[src/rtl/mod_n_counter_pkg.sv]
// Shared constants and helpers for the mod-N counter family.
package mod_n_counter_pkg;

   localparam int DEFAULT_N           = 5;
   localparam int DEFAULT_SYNC_STAGES = 2;

   // Width of a counter holding values 0..n-1.
   function automatic int width_f(input int n);
      return $clog2(n);
   endfunction

endpackage

[src/rtl/sync_edge_detect.sv]
// Synchronises an asynchronous level into clk_i and emits a one-cycle
// pulse for each rising edge seen at the end of the synchroniser chain.
module sync_edge_detect
   import mod_n_counter_pkg::*;
#(
   parameter int SYNC_STAGES = DEFAULT_SYNC_STAGES
)(
   input  logic clk_i,
   input  logic rst_i,
   input  logic async_i,
   output logic pulse_o
);

   logic [SYNC_STAGES-1:0] sync_q;
   logic                   prev_q;

   // Synchroniser chain plus edge-history flop; reset drops any in-flight edge.
   always_ff @(posedge clk_i) begin
      if (rst_i) begin
         sync_q <= '0;
         prev_q <= 1'b0;
      end else begin
         sync_q <= {sync_q[SYNC_STAGES-2:0], async_i};
         prev_q <= sync_q[SYNC_STAGES-1];
      end
   end

   // Rising-edge decode on the synchronised level.
   always_comb begin
      pulse_o = sync_q[SYNC_STAGES-1] & ~prev_q;
   end

endmodule

[src/rtl/mod_n_down_counter_sync.sv]
// Synchronous mod-N down counter with load, zero flag and a registered
// borrow pulse on wrap 0 -> N-1 for chaining into multi-digit timers.
module mod_n_down_counter_sync
   import mod_n_counter_pkg::*;
#(
   parameter  int N           = DEFAULT_N,
   parameter  int SYNC_STAGES = DEFAULT_SYNC_STAGES,
   localparam int W           = width_f(N)
)(
   input  logic         clk_i,
   input  logic         rst_i,
   input  logic         decr_i,
   input  logic         load_i,
   input  logic [W-1:0] load_val_i,
   output logic [W-1:0] count_o,
   output logic         zero_o,
   output logic         borrow_o
);

   localparam logic [W-1:0] MAX_CNT = W'(N - 1);
   localparam logic [W-1:0] ONE     = W'(1);
   localparam logic [W:0]   N_EXT   = (W + 1)'(N);

   logic         dec_p;
   logic [W-1:0] count_q;
   logic [W-1:0] count_d;
   logic         borrow_q;
   logic         borrow_d;

   sync_edge_detect #(
      .SYNC_STAGES (SYNC_STAGES)
   ) u_sync (
      .clk_i   (clk_i),
      .rst_i   (rst_i),
      .async_i (decr_i),
      .pulse_o (dec_p)
   );

   // Next count: load (saturated to N-1) beats decrement; a coincident edge is dropped.
   always_comb begin
      count_d  = count_q;
      borrow_d = 1'b0;
      if (load_i) begin
         count_d = ({1'b0, load_val_i} >= N_EXT) ? MAX_CNT : load_val_i;
      end else if (dec_p) begin
         if (count_q == '0) begin
            count_d  = MAX_CNT;
            borrow_d = 1'b1;
         end else begin
            count_d = count_q - ONE;
         end
      end
   end

   // Count and borrow registers.
   always_ff @(posedge clk_i) begin
      if (rst_i) begin
         count_q  <= '0;
         borrow_q <= 1'b0;
      end else begin
         count_q  <= count_d;
         borrow_q <= borrow_d;
      end
   end

   // Outputs: registered count and borrow, zero decoded from the count register.
   always_comb begin
      count_o  = count_q;
      borrow_o = borrow_q;
      zero_o   = (count_q == '0);
   end

endmodule

[config.mk]
export PLATFORM = sky130hd
export DESIGN_NAME = mod_n_down_counter_sync
export DESIGN_NICKNAME = d
export VERILOG_FILES = /design/src/rtl/mod_n_counter_pkg.sv /design/src/rtl/sync_edge_detect.sv /design/src/rtl/mod_n_down_counter_sync.sv
export SDC_FILE = /design/constraint.sdc
export NUM_CORES = 1
export LEC_CHECK = 0
export ABC_AREA = 1
export BUFFER_PORTS_ARGS = -buffer_cell sky130_fd_sc_hd__buf_2
export CORE_AREA = 5 5 42 44
export CTS_CLUSTER_SIZE = 28
export DETAILED_ROUTE_END_ITERATION = 8
export DIE_AREA = 0 0 47 49
export SLEW_MARGIN = 10
export SYNTH_ARGS = -nofsm -noshare
export SYNTH_HDL_FRONTEND = slang
export SYNTH_SLANG_ARGS = --single-unit
[constraint.sdc]
create_clock -name clk_i -period 1.7 [get_ports clk_i]
set_input_delay 0.085 -clock clk_i [delete_from_list [all_inputs] [get_ports clk_i]]
set_output_delay 0.085 -clock clk_i [all_outputs]
set_load 0.03 [all_outputs]
==> results.json, run 1 <==
{
  "criticalPathCategory": "reg -> out",
  "fmax_ghz": 0.8132,
  "synthSimpleGateAreaFrac_pct": 36.43,
  "synthToLayoutAreaGrowth_pct": 31.78,
  "final_core_util_pct": 30.36,
  "drt_iter0_drc": 8,
  "post_drt_wl_per_cell_um": 9.026,
  "p_total_mw": 0.3986,
  "cp-end-kind": "primary output",
  "die_w_um": 47,
  "p_leak_nw": 0.2255,
  "drive_gt1_share_pct": 35.00,
  "clock-root-buffer": "clkbuf_4",
  "clock_latency_ps": 260,
  "met2WireLength_um": 242,
  "dp_hpwl_um": 543.3,
  "synth.area.mux_share_pct": 0,
  "grtUsageTotal_pct": 7.551,
  "cts-buffers-inserted": 3,
  "finalSetupViolCount": 0,
  "ir_drop_mv": 0.3345,
  "holdBufCountCts": 0,
  "cts.sinks": 7,
  "period_share_pct": 72.33,
  "crit_fanout": 5,
  "antenna_cells": 0,
  "cp.arrival_ps": 1140,
  "remaining_drc_errors": 0,
  "syn_inst": 45,
  "start_kind": "flop",
  "syn_avg_cell_area_um2": 7.174,
  "status": "finished clean",
  "final_cells": 76,
  "final_nets": 69,
  "post-cts-setup-buffers": 0,
  "dr_total_vias": 313,
  "io_buffers": 11,
  "met3_length_um": 97,
  "drv_cap": 0,
  "slew_headroom_pct": 87.16,
  "seq_area_frac_synth_pct": 43.41,
  "dieArea_mm2": 0.002303,
  "die_h_um": 49,
  "drt-pass1-iter-count": 4,
  "grt_max_degree": 7,
  "synth_warnings": 0,
  "synth_adder_area_share_pct": 3.876,
  "skew_ps": 7.504,
  "gp_congestion": 0.6760,
  "p_per_area_mw_per_mm2": 936.9,
  "routed_wl_um": 686,
  "worstPathRequired_ps": 1620,
  "ys_ff_latch": 7,
  "syn_nets": 53,
  "grt_pass1_vias": 272,
  "synth_area_um2": 322.8,
  "place_area_um2": 397.9,
  "gr-total-overflow": 0,
  "timing.hold.ws_ps": 32.57,
  "final-seq-area_um2": 140.1,
  "synth_top_family_by_area": "simple AND/OR/NAND/NOR gates",
  "via_per_inst": 4.118,
  "clk_path_buf_depth": 2,
  "hold_class": "in -> reg",
  "worstMarginPinSlew_ps": 192.3,
  "grt_pass1_wl_mm": 1.152,
  "dp.cells": 72,
  "finalHoldViolations": 0,
  "multiInputGateArea_um2": 148.9,
  "maxSlewViolCount": 0,
  "antenna_found_initial": 0,
  "synthXorXnorAreaFrac_pct": 0,
  "htree_levels": 1,
  "fin_tns_setup_ps": 0,
  "coreArea_mm2": 0.001401,
  "fin_crit_ps": 1230,
  "ys_types": 13,
  "rsz0062_at_grt": "no",
  "postRouteAntennaNets": 0,
  "maxUsedRoutingLayer": "met4",
  "fin_area_um2": 425.4,
  "clk_pin_slew_ps": 60,
  "ctsResizeCount": 0,
  "place_ws_ps": 633.1,
  "rows": 14,
  "start_util_pct": 23.04,
  "synth-compound-area-share_pct": 5.814,
  "setup_slack_ps": 470.3,
  "met1_length_um": 313,
  "io_pins": 12,
  "nFillCells": 167,
  "cts_tree": "done"
}
logic make-up (layout without fill, tap and decap cells):
family,count (synthesis),after routing
compound gates,3,3
simple gates,25,25
fa+ha+maj,1,1
flops,7,7
buf+inv,9,24
state kept, by name, indices dropped and copies added, names as in the netlist:
name	count
count_o	3
u_sync.prev_q	1
u_sync.sync_q	2
borrow_o	1
cells in the final DEF (no fill, tap or decap), drive strengths merged:
cell	count
nand3	7
a21oi	3
and3	1
dfxtp	7
nor2	8
ha	1
nand2	9
inv	9
buf	11
clkinv	1
clkbuf	3
critical path, stage by stage, from the launching register on:
cell	delay [ps]
dfxtp_1	350
nor2_2	110
ha_1	200
buf_2	210
report_power, final:
part           leakage, nW  switching, mW  internal [mW]  total (mW)
clock network       0.0177         0.0685         0.0863       0.155
registers           0.0574        0.00583          0.172       0.177
logic                0.150         0.0426         0.0238      0.0664
total                0.225          0.117          0.282       0.399
metal layers:
layer / track usage, % / vias to the layer above
li1: - / 169
met1: 9.735 / 123
met2: 7.240 / 16
met3: 5.904 / 5
met4: 6.912 / 0
met5: 0 / -
final timing paths:
| kind | startpoint | to | slack (ps) | cells past startpoint |
|---|---|---|---|---|
| worst min-delay path | decr_i | u_sync.sync_q[0]$_SDFF_PP0_ | 30 | 3 |
| worst min register to register | u_sync.sync_q[0]$_SDFF_PP0_ | u_sync.sync_q[1]$_SDFF_PP0_ | 400 | 2 |
| worst max register to register | count_o[0]$_SDFFE_PP0P_ | count_o[2]$_SDFFE_PP0P_ | 620 | 4 |
| worst max-delay path | count_o[0]$_SDFFE_PP0P_ | zero_o | 470 | 3 |
synth_stat cells (all sizes together):
cell type,number,share of area (%)
a21oi,3,5.8
nor2,8,12
and3,1,1.9
nand2,9,11
dfxtp,7,43
ha,1,3.9
nand3,7,11
inv,9,10
area by class of cell:
type | count | area share (%)
sequential | 7 | 32.94
tap | 16 | 4.706
clock buffer | 3 | 5.294
timing repair buffer | 11 | 12.94
inverter | 9 | 7.941
multi-input combinational | 29 | 35.00
clock inverter | 1 | 1.176
Power figures use the tool's default switching activity.
==> run 2, diff against run 1 <==
==> constraint.sdc (replaced) <==
create_clock -name clk_i -period 1.2 [get_ports clk_i]
set_input_delay 0.06 -clock clk_i [delete_from_list [all_inputs] [get_ports clk_i]]
set_output_delay 0.06 -clock clk_i [all_outputs]
set_load 0.03 [all_outputs]
==> run 2 against run 1 <==
Against the previous run:
- final cell count rose by 1.3%
- sequential share of layout area fell by 1.5 points
- worst setup slack worse by 380 ps
- total power is 45% higher
- sequential power increased by 43%
- clock power rose by 43%
- design area increased by 7.6%
- first-iteration DRC count down 25%
- clock-buffer cell count up 1
- critical path type unchanged
- largest cell class unchanged
- highest routed layer unchanged
==> results.json, run 2 (synthesized netlist as in run 1, its figures left out) <==
{
  "status": "finished clean",
  "criticalPathCategory": "reg -> out",
  "cts_tree": "done",
  "clk_path_buf_depth": 2,
  "comb_power_share_pct": 18.1,
  "p_per_area_mw_per_mm2": 1264,
  "post-cts-setup-buffers": 0,
  "die_w_um": 47,
  "largest_reg_flops": 3,
  "start_kind": "flop",
  "drive_gt1_share_pct": 39.34,
  "rrSetupSlack_ps": 200,
  "start_util_pct": 23.04,
  "cp.arrival_ps": 1050,
  "mostFrequentLayoutCell": "buf_2",
  "worstPathRequired_ps": 1140,
  "ir_drop_mv": 0.4191,
  "routed_wl_um": 677,
  "met3_length_um": 71,
  "finalHoldViolations": 0,
  "fin_tns_setup_ps": 0,
  "gr-total-overflow": 0,
  "antenna_found_initial": 0,
  "grt_max_degree": 7,
  "maxSlewViolCount": 0,
  "gp_congestion": 0.6898,
  "grt_pass1_vias": 284,
  "p_clk_share_pct": 38.1,
  "maxUsedRoutingLayer": "met4",
  "fmax_ghz": 0.9020,
  "cts-buffers-inserted": 3,
  "setup_slack_ps": 91.35,
  "period_share_pct": 92.39,
  "grt_pass1_wl_mm": 1.117,
  "seq_power_share_pct": 43.8,
  "io_pins": 12,
  "hold_class": "in -> reg",
  "rows": 14,
  "hp-start": "rst_i",
  "final_nets": 70,
  "p_leak_nw": 0.2322,
  "fin_crit_ps": 1109,
  "final-seq-area_um2": 143.9,
  "switching_share_pct": 28.50,
  "p_total_mw": 0.5790,
  "reg2reg_to": "count_o[2]$_SDFFE_PP0P_",
  "met2WireLength_um": 249,
  "p_sw_mw": 0.1651,
  "final_cell_mix": "buf_2, nand2_1, inv_1, nand3_1, nor2_1",
  "remaining_drc_errors": 0,
  "crit_fanout": 4,
  "ff2ff_path_depth": 4,
  "dieArea_mm2": 0.002303,
  "power.internal_mw": 0.4140,
  "synthToLayoutAreaGrowth_pct": 41.86,
  "cp-end-kind": "primary output",
  "met1_length_um": 331,
  "via_per_inst": 4.182,
  "skew_ps": 2.732,
  "slew_headroom_pct": 89.90,
  "multiInputGateArea_um2": 166.4,
  "cts.sinks": 7,
  "clock_latency_ps": 250,
  "grtUsageTotal_pct": 6.836,
  "nFillCells": 154,
  "postRouteAntennaNets": 0,
  "drt-pass1-iter-count": 4,
  "drt_iter0_drc": 6,
  "place_ws_ps": 194.4,
  "dp_hpwl_um": 518.9,
  "io_buffers": 11,
  "die_h_um": 49,
  "finalSetupViolCount": 0,
  "coreArea_mm2": 0.001401,
  "antenna_cells": 0,
  "clk_pin_slew_ps": 60,
  "dr_total_vias": 322,
  "min_delay_path_depth": 2,
  "rsz0062_at_grt": "no",
  "timing.rr.start": "count_o[0]$_SDFFE_PP0P_",
  "worstMarginPinSlew_ps": 151.6,
  "htree_levels": 1,
  "min_to": "count_o[1]$_SDFFE_PP0P_",
  "clock-root-buffer": "clkbuf_4",
  "post_drt_wl_per_cell_um": 8.792,
  "drv_cap": 0
}
[run 2: changes by cell type in the layout (fill, tap and decap cells not counted), sizes merged]
cell	previous run	this run
dlygate4sd3	0	1
clkinv	1	0
buf	11	10
clkbuf	3	5
[run 2: per-stage QoR]
stage	std cells	area, um^2	util [%]	hold WS, ps
6_report	77	457.9	32.68	30.77
5_1_grt	77	457.9	32.68	41.11
4_1_cts	77	450.4	32.14	29.31
3_5_place_dp	72	414.1	29.55	268.9
3_3_place_gp	72	414.1	29.55	261.3
2_1_floorplan	45	339.1	-	115.1
[run 2: how the worst max path moves through the flow]
stage                                  startpoint                 endpoint  slack [ps]  cells past startpoint
after CTS                 count_o[1]$_SDFFE_PP0P_                   zero_o          30                      3
after detailed placement  count_o[0]$_SDFFE_PP0P_  count_o[2]$_SDFFE_PP0P_         190                      4
after global placement    count_o[0]$_SDFFE_PP0P_  count_o[2]$_SDFFE_PP0P_         190                      4
after floorplan           count_o[1]$_SDFFE_PP0P_  count_o[0]$_SDFFE_PP0P_          80                      7
after global routing      count_o[1]$_SDFFE_PP0P_                   zero_o          40                      3
final                     count_o[1]$_SDFFE_PP0P_                   zero_o          90                      3
[run 2: area by class of cell]
type,instances,area share [%]
clock buffers,4,5.738
inverters,9,7.377
multi-input cells,29,36.34
flip-flops and latches,7,31.42
well taps,16,4.372
repair buffers,12,14.75
[run 2: layer usage]
layer / track usage, % / up-vias
met2: 7.240 / 17
li1: - / 173
met1: 9.692 / 130
met4: 6.912 / 0
met3: 2.214 / 2
met5: 0 / -
[run 2: power groups by stage]
stage / clock network (mW) / logic [mW] / registers, mW
global placement: 0 / 0.101 / 0.257
finish: 0.221 / 0.105 / 0.253
CTS: 0.232 / 0.103 / 0.252
floorplan: 0 / 0.0607 / 0.269
global route: 0.235 / 0.117 / 0.255
detailed placement: 0 / 0.0998 / 0.258
[run 2: worst max-delay path: stages, from the launching register on]
cell and delay [ps]:
dfxtp_2 340, nor2_4 130, ha_4 140, clkbuf_4 180
[run 2: what timing repair did]
action	4_1_cts	5_1_grt
hold buffers	1	0
gates resized for setup	0	2
endpoints found under the hold margin	1	0
setup endpoints to repair	0	1
==> run 3, diff against run 2 <==
--- a/config.mk
+++ b/config.mk
@@ -11,6 +11,8 @@
 export CTS_CLUSTER_SIZE = 28
 export DETAILED_ROUTE_END_ITERATION = 8
 export DIE_AREA = 0 0 47 49
+export GPL_TIMING_DRIVEN = 0
+export REMOVE_ABC_BUFFERS = 1
 export SLEW_MARGIN = 10
 export SYNTH_ARGS = -nofsm -noshare
 export SYNTH_HDL_FRONTEND = slang
==> run 3 against run 2 <==
Against the previous run:
- via count shrank 2.2%
- largest cell class unchanged
- clock power shrank 4%
- total power shrank 3.0%
- worst hold slack lost 12 ps
==> results.json, run 3 (synthesized netlist as in run 1, its figures left out) <==
{
  "maxSlewViolCount": 0,
  "post-cts-setup-buffers": 0,
  "dr_total_vias": 315,
  "drive_gt1_share_pct": 36.67,
  "cts.sinks": 7,
  "drt-pass1-iter-count": 4,
  "cts_tree": "done",
  "status": "finished clean",
  "clock_latency_ps": 250,
  "start_util_pct": 23.04,
  "largest_reg_flops": 3,
  "worstMarginPinSlew_ps": 157.7,
  "crit_fanout": 4,
  "finalHoldViolations": 0,
  "holdBufCountCts": 0,
  "clk_pin_slew_ps": 50,
  "hp-start": "decr_i",
  "drt_iter0_drc": 3,
  "synthToLayoutAreaGrowth_pct": 33.33,
  "skew_ps": 0.5693,
  "routed_wl_um": 648,
  "drv_cap": 0,
  "rows": 14,
  "grt_max_degree": 7,
  "final_cells": 76,
  "cp.arrival_ps": 1070,
  "remaining_drc_errors": 0,
  "grt_pass1_vias": 266,
  "setup.worst_path.start": "count_o[1]$_SDFFE_PP0P_",
  "final_nets": 69,
  "ir_drop_mv": 0.8132,
  "fin_tns_setup_ps": 0,
  "postRouteAntennaNets": 0,
  "start_kind": "flop",
  "grt_pass1_wl_mm": 1.035,
  "worstPathRequired_ps": 1140,
  "p_leak_nw": 0.2232,
  "criticalPathCategory": "reg -> out",
  "setup_slack_ps": 67.72,
  "rsz0062_at_grt": "no",
  "hold_class": "in -> reg",
  "p_per_area_mw_per_mm2": 1304,
  "clock-root-buffer": "clkbuf_4",
  "cp-end-kind": "primary output",
  "antenna_found_initial": 0,
  "place_ws_ps": 131.4,
  "clk_path_buf_depth": 2,
  "io_buffers": 11,
  "post_drt_wl_per_cell_um": 8.526,
  "dieArea_mm2": 0.002303,
  "mostFrequentLayoutCell": "buf_2",
  "fmax_ghz": 0.8832,
  "die_h_um": 49,
  "place_area_um2": 397.9,
  "coreArea_mm2": 0.001401,
  "via_per_inst": 4.145,
  "htree_levels": 1,
  "slew_headroom_pct": 89.56,
  "final_cell_mix": "buf_2, nand2_1, inv_1, nand3_1",
  "timing.rr.start": "count_o[1]$_SDFFE_PP0P_",
  "final_core_util_pct": 30.71,
  "dp_hpwl_um": 531.3,
  "dp.cells": 72,
  "gr-total-overflow": 0,
  "die_w_um": 47,
  "antenna_cells": 0,
  "cts-buffers-inserted": 3,
  "gp_congestion": 0.6863,
  "fin_area_um2": 430.4,
  "io_pins": 12,
  "fin_crit_ps": 1132,
  "grtUsageTotal_pct": 6.276,
  "period_share_pct": 94.36,
  "finalSetupViolCount": 0
}
-- run 3: cell count changes in the layout (fill, tap and decap cells not counted) --
cell	change
ha_4	-1
ha_2	+1
dfxtp_2	-2
buf_4	+1
dlygate4sd3_1	-1
dfxtp_1	+2
clkbuf_4	-1
nor2_4	-1
nor2_2	+1
-- run 3: area by class of cell --
cell class / instances / area (um^2)
fillers: 173 / 970.9
multi-input cells: 29 / 151.4
clock buffers: 4 / 26.28
well taps: 16 / 20.02
inverters: 9 / 33.78
flip-flops and latches: 7 / 141.4
repair buffers: 11 / 57.56
-- run 3: per-stage QoR --
stage	total power [mW]	hold WS, ps
final	0.5614	19.20
after global routing	0.6004	47.34
after CTS	0.5755	14.39
after detailed placement	0.3504	279.0
after global placement	0.3493	274.3
after floorplan	0.3189	122.4
-- run 3: final timing paths --
path,to,slack [ps],cells past startpoint
min reg2reg,u_sync.sync_q[1]$_SDFF_PP0_,410,2
min,u_sync.sync_q[0]$_SDFF_PP0_,20,3
max reg2reg,count_o[2]$_SDFFE_PP0P_,130,4
max,zero_o,70,3
-- run 3: what timing repair did --
| action | 4_1_cts | 5_1_grt |
|---|---|---|
| pin swaps | 0 | 0 |
| hold endpoints to repair | 0 | 0 |
| endpoints found under the setup margin | 1 | 1 |
| gates resized for setup | 1 | 2 |
-- run 3: metal layers --
metal	up-vias	track usage [%]	routed length (um)
li1	169	-	-
met1	131	8.389	316
met2	15	8.145	244
met3	0	5.535	88
met4	0	0	0
met5	-	0	0
-- run 3: worst max-delay path, cell delays in order, from the launching register on --
cell	delay, ps
dfxtp_1	330
nor2_2	130
ha_2	200
buf_4	160
-- run 3: power breakdown --
part	total [mW]	internal, mW	switching, mW
clock network	0.213	0.127	0.0858
registers	0.251	0.243	0.00797
logic	0.0974	0.0371	0.0603
total	0.561	0.407	0.154
